==> src/rtl/spi_master_engine.sv <==
// ----------------------------------------------------------------------------
// spi_master_engine
//   Parametrised SPI master shift engine. Accepts one word per valid/ready
//   handshake on the TX port, runs the SPI frame with the latched
//   configuration, and returns the received word as a one-cycle rx_valid_o
//   pulse.
//
//   Frame phases: LEAD (CS low, one half period), XFER (2*(len+1) SCK
//   half periods), TRAIL (SCK back at idle level, CS still low, one half
//   period), GAP (CS high, one half period).
//
// Ports:
//   clk_i, rst_i            clock, asynchronous active-high reset
//   cfg_cpol_i/cpha_i/lsb_i SPI mode and bit order
//   cfg_div_i               SCK half period = cfg_div_i+1 clk cycles
//   cfg_len_i               bits per transfer minus 1
//   cfg_cs_i                chip-select index (>= CS_NUM asserts nothing)
//   tx_valid_i/tx_ready_o   request handshake, tx_data_i right-aligned
//   rx_valid_o/rx_data_o    received word, right-aligned, zero-extended
//   busy_o                  transfer in progress
//   spi_sck_o/spi_csn_o/spi_mosi_o/spi_miso_i  SPI pins
//
// Optional build macro:
//   SPI_LOOPBACK_EN  adds cfg_loop_i; when latched high, received bits are
//                    taken from the internal MOSI instead of spi_miso_i.
// ----------------------------------------------------------------------------
module spi_master_engine #(
    parameter int DATA_WIDTH = 32,
    parameter int CS_NUM     = 4,
    parameter int DIV_WIDTH  = 16,
    parameter int LEN_WIDTH  = $clog2(DATA_WIDTH),
    parameter int CS_W       = (CS_NUM > 1) ? $clog2(CS_NUM) : 1
) (
    input  logic                  clk_i,
    input  logic                  rst_i,
    input  logic                  cfg_cpol_i,
    input  logic                  cfg_cpha_i,
    input  logic                  cfg_lsb_i,
    input  logic [DIV_WIDTH-1:0]  cfg_div_i,
    input  logic [LEN_WIDTH-1:0]  cfg_len_i,
    input  logic [CS_W-1:0]       cfg_cs_i,
`ifdef SPI_LOOPBACK_EN
    input  logic                  cfg_loop_i,
`endif
    input  logic                  tx_valid_i,
    output logic                  tx_ready_o,
    input  logic [DATA_WIDTH-1:0] tx_data_i,
    output logic                  rx_valid_o,
    output logic [DATA_WIDTH-1:0] rx_data_o,
    output logic                  busy_o,
    output logic                  spi_sck_o,
    output logic [CS_NUM-1:0]     spi_csn_o,
    output logic                  spi_mosi_o,
    input  logic                  spi_miso_i
);

    typedef enum logic [2:0] {
        ST_IDLE,
        ST_LEAD,
        ST_XFER,
        ST_TRAIL,
        ST_GAP
    } state_t;

    state_t                state;
    logic                  cpol_q;
    logic                  cpha_q;
    logic                  lsb_q;
    logic [DIV_WIDTH-1:0]  div_q;
    logic [LEN_WIDTH-1:0]  len_q;
    logic [DATA_WIDTH-1:0] tx_q;
    logic [DATA_WIDTH-1:0] rx_sr;
    logic [DIV_WIDTH-1:0]  timer;
    logic [LEN_WIDTH:0]    edge_cnt;

    logic                  tick;
    logic                  last_edge;
    logic                  sample_now;
    logic                  drive_now;
    logic [LEN_WIDTH-1:0]  bit_k;
    logic [LEN_WIDTH-1:0]  drive_k;
    logic [LEN_WIDTH-1:0]  rx_idx;
    logic [LEN_WIDTH-1:0]  tx_idx;
    logic [LEN_WIDTH-1:0]  first_idx;
    logic [CS_NUM-1:0]     csn_sel;
    logic                  miso_bit;

`ifdef SPI_LOOPBACK_EN
    logic loop_q;
    assign miso_bit = loop_q ? spi_mosi_o : spi_miso_i;
`else
    assign miso_bit = spi_miso_i;
`endif

    assign tick = (state != ST_IDLE) && (timer == div_q);

    // edge_cnt is the 0-based index of the SCK edge about to be produced.
    // Each bit spans two edges, so edge_cnt/2 is the bit being handled.
    // CPHA=0 samples on even edge_cnt (1st,3rd,.. edge) and shifts on odd;
    // CPHA=1 is the reverse, with the drive happening before the sample of
    // the same bit.
    assign last_edge  = (edge_cnt == {len_q, 1'b1});
    assign sample_now = cpha_q ? edge_cnt[0] : ~edge_cnt[0];
    assign drive_now  = ~sample_now & ~last_edge;
    assign bit_k      = edge_cnt[LEN_WIDTH:1];
    assign drive_k    = cpha_q ? bit_k : bit_k + 1'b1;
    assign rx_idx     = lsb_q ? bit_k   : len_q - bit_k;
    assign tx_idx     = lsb_q ? drive_k : len_q - drive_k;
    assign first_idx  = cfg_lsb_i ? '0 : cfg_len_i;

    always_comb begin
        csn_sel = '1;
        for (int unsigned i = 0; i < CS_NUM; i++) begin
            if (32'(cfg_cs_i) == i) csn_sel[i] = 1'b0;
        end
    end

    always_ff @(posedge clk_i or posedge rst_i) begin
        if (rst_i) begin
            state      <= ST_IDLE;
            tx_ready_o <= 1'b1;
            rx_valid_o <= 1'b0;
            rx_data_o  <= '0;
            busy_o     <= 1'b0;
            spi_sck_o  <= 1'b0;
            spi_csn_o  <= '1;
            spi_mosi_o <= 1'b0;
            cpol_q     <= 1'b0;
            cpha_q     <= 1'b0;
            lsb_q      <= 1'b0;
            div_q      <= '0;
            len_q      <= '0;
            tx_q       <= '0;
            rx_sr      <= '0;
            timer      <= '0;
            edge_cnt   <= '0;
`ifdef SPI_LOOPBACK_EN
            loop_q     <= 1'b0;
`endif
        end else begin
            rx_valid_o <= 1'b0;
            if (state != ST_IDLE) timer <= tick ? '0 : timer + 1'b1;

            case (state)
                ST_IDLE: begin
                    spi_sck_o <= cfg_cpol_i;
                    spi_csn_o <= '1;
                    if (tx_valid_i && tx_ready_o) begin
                        cpol_q     <= cfg_cpol_i;
                        cpha_q     <= cfg_cpha_i;
                        lsb_q      <= cfg_lsb_i;
                        div_q      <= cfg_div_i;
                        len_q      <= cfg_len_i;
                        tx_q       <= tx_data_i;
`ifdef SPI_LOOPBACK_EN
                        loop_q     <= cfg_loop_i;
`endif
                        rx_sr      <= '0;
                        timer      <= '0;
                        edge_cnt   <= '0;
                        spi_csn_o  <= csn_sel;
                        spi_mosi_o <= cfg_cpha_i ? 1'b0 : tx_data_i[first_idx];
                        tx_ready_o <= 1'b0;
                        busy_o     <= 1'b1;
                        state      <= ST_LEAD;
                    end
                end
                ST_LEAD: begin
                    if (tick) begin
                        edge_cnt <= '0;
                        state    <= ST_XFER;
                    end
                end
                ST_XFER: begin
                    if (tick) begin
                        spi_sck_o <= ~spi_sck_o;
                        edge_cnt  <= edge_cnt + 1'b1;
                        if (sample_now) rx_sr[rx_idx] <= miso_bit;
                        if (drive_now)  spi_mosi_o    <= tx_q[tx_idx];
                        if (last_edge)  state         <= ST_TRAIL;
                    end
                end
                ST_TRAIL: begin
                    spi_sck_o <= cpol_q;
                    if (tick) begin
                        spi_csn_o  <= '1;
                        rx_data_o  <= rx_sr;
                        rx_valid_o <= 1'b1;
                        state      <= ST_GAP;
                    end
                end
                ST_GAP: begin
                    if (tick) begin
                        spi_mosi_o <= 1'b0;
                        busy_o     <= 1'b0;
                        tx_ready_o <= 1'b1;
                        state      <= ST_IDLE;
                    end
                end
                default: state <= ST_IDLE;
            endcase
        end
    end

endmodule

==> config.mk <==
export PLATFORM = sky130hd
export DESIGN_NAME = spi_master_engine
export DESIGN_NICKNAME = d
export VERILOG_FILES = /design/src/rtl/spi_master_engine.sv
export SDC_FILE = /design/constraint.sdc
export NUM_CORES = 1
export LEC_CHECK = 0
export ABC_AREA = 0
export CAP_MARGIN = 10
export CORE_ASPECT_RATIO = 2
export CORE_MARGIN = 2
export CORE_UTILIZATION = 40
export CTS_CLUSTER_SIZE = 8
export DETAILED_ROUTE_END_ITERATION = 12
export SLEW_MARGIN = 40
export SYNTH_ARGS = -nofsm -noshare
export SYNTH_HDL_FRONTEND = slang
export SYNTH_SLANG_ARGS = --single-unit
==> constraint.sdc <==
create_clock -name clk_i -period 6.1 [get_ports clk_i]
set_clock_uncertainty 0.15 [all_clocks]
set_input_delay 0.915 -clock clk_i [delete_from_list [all_inputs] [get_ports clk_i]]
set_output_delay 0.915 -clock clk_i [all_outputs]
set_load 0.01 [all_outputs]
Word-level counts from Yosys, hierarchy flattened
Cells that the tools add are included.

cells by class
  $add $sub $neg = 5
  order comparisons = 4
  equal/unequal tests = 17
  muxes and demuxes = 53
  bitwise operators = 5
  reduce and logical (&&, ||, !) cells = 21

operators with widths
  kind                     count
  $mux W32                 3
  $mux W16                 4
  $pmux W32 S2             1
  $bwmux W32               1
  $mux W5                  4
  $mux W1                  19
  $lt A5 B6 Y1 const B     3
  $mux W3                  6
  $mux W6                  3
  $pmux W6 S3              1
  $add A16 B1 Y16 const B  1
  $eq A16 B16 Y1           1
  $ne A2 B2 Y1 const B     8
  $pmux W3 S5              1
  $reduce_bool A3 Y1       4
  $bmux W1 S5              2
  $sub A5 B5 Y5            2
  $mux W4                  2
  $pmux W4 S2              1
  $reduce_and A2 Y1        4
  $reduce_and A4 Y1        2
  $add A6 B1 Y6 const B    1
  $eq A3 B2 Y1 const B     2
  $eq A6 B6 Y1             1
  18 further kinds         28

word-level totals
  register bits = 154
  input port bits = 62
  output and inout port bits = 41
  word-level logic and storage cells = 122

Logic depth before layout (Yosys ltp)
  depth in word-level cells = 10
  gate-level depth with buffers = 12

Least setup slack after synthesis
Ideal clock, no wire load.

  path kind = reg-to-reg
  start point = register edge_cnt[1]
  end point = register spi_mosi_o
  arrival time = 2823 ps
  data required time = 5825 ps
  path slack = 3002 ps
  stages on the path, launching flop included = 13
  buffers on the path = 1
  period minus slack after synthesis = 3098 ps
  cell sequence = dfrtp_1 -> buf_2 -> xnor2_1 -> ha_1 -> inv_1 -> fa_1 -> xnor2_1 -> a221oi_4 -> mux2_2 -> o22ai_1 -> o211ai_1 -> nand4_1 -> nand3_1

between the ends
  longest elaborated chain between the ends = 9

RTL lines
  what                           line  text
  start: declaration             74    logic [LEN_WIDTH:0] edge_cnt;
  start signal: assignment       177   edge_cnt <= edge_cnt + 1'b1;
  $add A5 B1 Y5                  106   assign drive_k = cpha_q ? bit_k : bit_k + 1'b1;
  $mux W5                        106
  $sub A5 B5 Y5                  108   assign tx_idx = lsb_q ? drive_k : len_q - drive_k;
  $mux W5                        108
  $bmux W1 S5                    179   if (drive_now) spi_mosi_o <= tx_q[tx_idx];
  $mux W1 (implied by the code)  179
  $mux W1                        179
  $mux W1                        175   if (tick) begin
  $pmux W1 S3                    144   case (state)
  end signal: assignment         162   spi_mosi_o <= cfg_cpha_i ? 1'b0 : tx_data_i[first_idx];
  end signal: assignment         179
  end: declaration               53    output logic spi_mosi_o,

Parallel ways exist; a longest one is shown, timed or not. The select of a mux whose other input is x is not followed.
A chain may end at the register's enable or synchronous reset.

Worst setup path after layout
Same ends and word-level chain as after synthesis.

==> flow_summary.yaml <==
outcome:
  status: "finished clean"
yosys:
  yosysWarnings: 0
  ys_seq_area_share_pct: 47.01
  yosysUniqueCellTypes: 66
  postSynth.asyncResetShare_pct: 100.0
  syn_inst: 912
  synth.largest_area_cell: "dfrtp_1"
  ys_ff_latch: 154
  synth_area_leaders: "dfrtp_1 (45%), nand2_1 (14%), o211ai_1 (4.2%)"
  synth_edf_count: 0
  syn-num-nets: 987
  synth_flop_cell: "dfrtp_1"
  synth_top_area_share_pct: 45.41
  syn_area_sq_um: 8212
  synth_area_per_cell_sq_um: 9.004
critical_path:
  timing_worst_setup_path_type: "flop to flop"
  startpoint_type: "flop"
  worst_setup_path_end_kind: "flop"
  critPathMaxFanout: 10
  slowest_delay_ns: 0.50
  critPathArrivalTime_ns: 3.51
  r2r-end: "spi_mosi_o$_DFFE_PP0P_"
  rr_worst_depth: 11
  cp-endpoint: "spi_mosi_o$_DFFE_PP0P_"
  worst_path_most_repeated_cell: "xnor2_1"
  crit_chain: "xnor2_1 > ha_1 > inv_1 > fa_1 > xnor2_1 > a221oi_4 > mux2_2 > o22ai_1 > o211ai_1 > nand4_1 > nand3_1"
  required_ns: 6.27
  rrSetupSlack_ns: 2.75
  worstReg2RegStart: "edge_cnt[1]$_DFFE_PP0P_"
  crit_start: "edge_cnt[1]$_DFFE_PP0P_"
  cp_slowest_cell: "dfrtp_1"
power:
  irDropWorstVdd_mv: 0.2117
  powerDensity_nw_per_um2: 441.6
  p_leak_nw: 4.555
timing:
  maxSlewHeadroom_pct: 46.45
  period_share_pct: 54.85
  tightestPinTransition_ns: 0.7958
  setup_tns_ns: 0
  fmax_mhz: 298.9
  drv_slew: 0
  min_period_ns: 3.346
  rsz0062_at_grt: "false"
  hold_viol_final: 0
  setup_viol_count_final: 0
detailed_routing:
  ant_nets: 0
  drc: 0
  wl_um: 21580
  detail_route.vias_per_cell: 5.324
  drtIter0Drc: 377
  drt-pass1-iter-count: 5
  wl_per_cell_um: 16.91
  num_vias: 6794
clock_tree:
  ctsResizeCount: 0
  cts.clk_slew.worst_paths_ns: 0.06
  post-cts-setup-buffers: 0
  clock-root-buffer: "clkbuf_16"
  clock-sinks: 154
  htreeDepth: 4
  cts_buffer_depth: 2
  cts-hold-fix-buffers: 0
  cts_buffers: 17
  cts_tree: "done"
  insertion_delay_ns: 0.43
final_layout:
  layout_commonest_cell: "nand2_1"
  antenna_cells: 0
  seq_area_sq_um: 3860
  mostFrequentLayoutCells: "nand2_1 (314), dfrtp_1 (149), clkdlybuf4s50_1 (101)"
  multi_input_area_sq_um: 4080
  n_fill_cell: 1966
  nNetsFinal: 1073
  post-route-cell-area_sq_um: 10080
  area_growth_pct: 22.73
  drive_gt1_share_pct: 8.317
floorplanning:
  die_x_um: 105.3
  dieHeight_um: 206.6
  ios: 103
  die_area_sq_um: 21760
  coreArea_sq_um: 20280
  initial_core_util_pct: 40.50
  fp-row-count: 74
global_routing:
  antenna_found_initial: 0
  grt_max_degree: 65
  grt_pass1_vias: 6926
  grt_usage_pct: 21.12
  globalRouteOverflowTotal: 0
  grt_pass1_wl_um: 36070
placed_design:
  place_hpwl_um: 15610
  gp_congestion: 0.8564
  dpl-instance-area_sq_um: 9452
  io_buffers: 102
worst_hold_path:
  hold_class: "flop to flop"
flow_run:
  drv_cap: 0
power breakdown:
part           leakage (nW)  total (W)  internal, W  switching, W
Sequential             2.00    0.00169      0.00136      0.000326
Clock                 0.300    0.00113     0.000706      0.000424
Combinational          2.26    0.00163     0.000696      0.000935
metrics by stage:
step | hold WS [ns] | total power, W | cells | util, % | setup slack (ns)
final | 0.3109 | 0.004451 | 1276 | 49.70 | 2.754
after global routing | 0.3405 | 0.004764 | 1276 | 49.70 | 2.466
after CTS | 0.3177 | 0.004477 | 1276 | 49.70 | 2.729
after detailed placement | 0.3046 | 0.003326 | 1245 | 46.61 | 2.603
after global placement | 0.2984 | 0.003294 | 1245 | 46.59 | 2.574
after floorplan | 0.2901 | 0.002842 | 912 | - | 0.8935
metal layers:
metal / track usage [%] / routed length (um)
met1: 23.55 / 8335
met4: 8.143 / 507
met5: 0 / 0
met2: 39.59 / 12180
met3: 3.642 / 557
sequential cells by signal, summed over array words and instances (netlist names), 3 cells and up:
signal     count
div_q         16
rx_data_o     32
edge_cnt       6
state          3
timer         16
rx_sr         32
len_q          5
tx_q          32
spi_csn_o      4
cells by family (layout without fill, tap and decap cells):
group | Yosys count | after routing | synth area share [%]
AO/OA/AOI/OAI | 161 | 161 | 14.44
AND/OR/NAND/NOR | 456 | 456 | 24.62
buffers and inverters | 66 | 164 | 3.672
adder cells (fa/ha/maj) | 13 | 13 | 2.164
multiplexers | 20 | 20 | 3.611
XOR/XNOR | 42 | 42 | 4.480
flip-flops | 154 | 154 | 47.01
layout make-up:
class | instances | area share (%)
inverters | 20 | 0.7945
clock buffers | 21 | 4.569
flip-flops and latches | 154 | 38.30
repair buffers | 113 | 10.90
clock inverters | 10 | 1.651
multi-input cells | 692 | 40.48
well taps | 266 | 3.302
critical path, delay by kind of cell (launching register included):
kind                       cells  cell delay [ns]
buffers and inverters          1             0.06
AOI/OAI and AO/OA              3             0.75
muxes                          1             0.38
and+or+nand+nor                2             0.17
xor gates and xnor gates       2             0.59
adders and majority gates      2             0.64
DFF                            1             0.50
Yosys cell counts (11+ instances only):
library cell	instances
clkbuf_1	27
dfrtp_1	149
o21ai_0	21
nand2_1	314
nor2_1	44
ha_1	11
xnor2_1	33
a22oi_1	32
nand4_1	15
o211ai_1	46
nand3_1	19
inv_1	20
worst min path at each step:
stage / startpoint / endpoint / slack [ns] / cells after the start
after floorplan: tx_q[12]$_DFFE_PP0P_ / tx_q[12]$_DFFE_PP0P_ / 0.29 / 2
after global placement: rx_data_o[19]$_DFFE_PP0P_ / rx_data_o[19]$_DFFE_PP0P_ / 0.30 / 2
after detailed placement: rx_data_o[3]$_DFFE_PP0P_ / rx_data_o[3]$_DFFE_PP0P_ / 0.30 / 2
after CTS: rx_data_o[3]$_DFFE_PP0P_ / rx_data_o[3]$_DFFE_PP0P_ / 0.32 / 2
after global routing: rx_data_o[11]$_DFFE_PP0P_ / rx_data_o[11]$_DFFE_PP0P_ / 0.34 / 2
final: rx_data_o[8]$_DFFE_PP0P_ / rx_data_o[8]$_DFFE_PP0P_ / 0.31 / 2
Note: power is estimated with default switching activity, not from simulation.
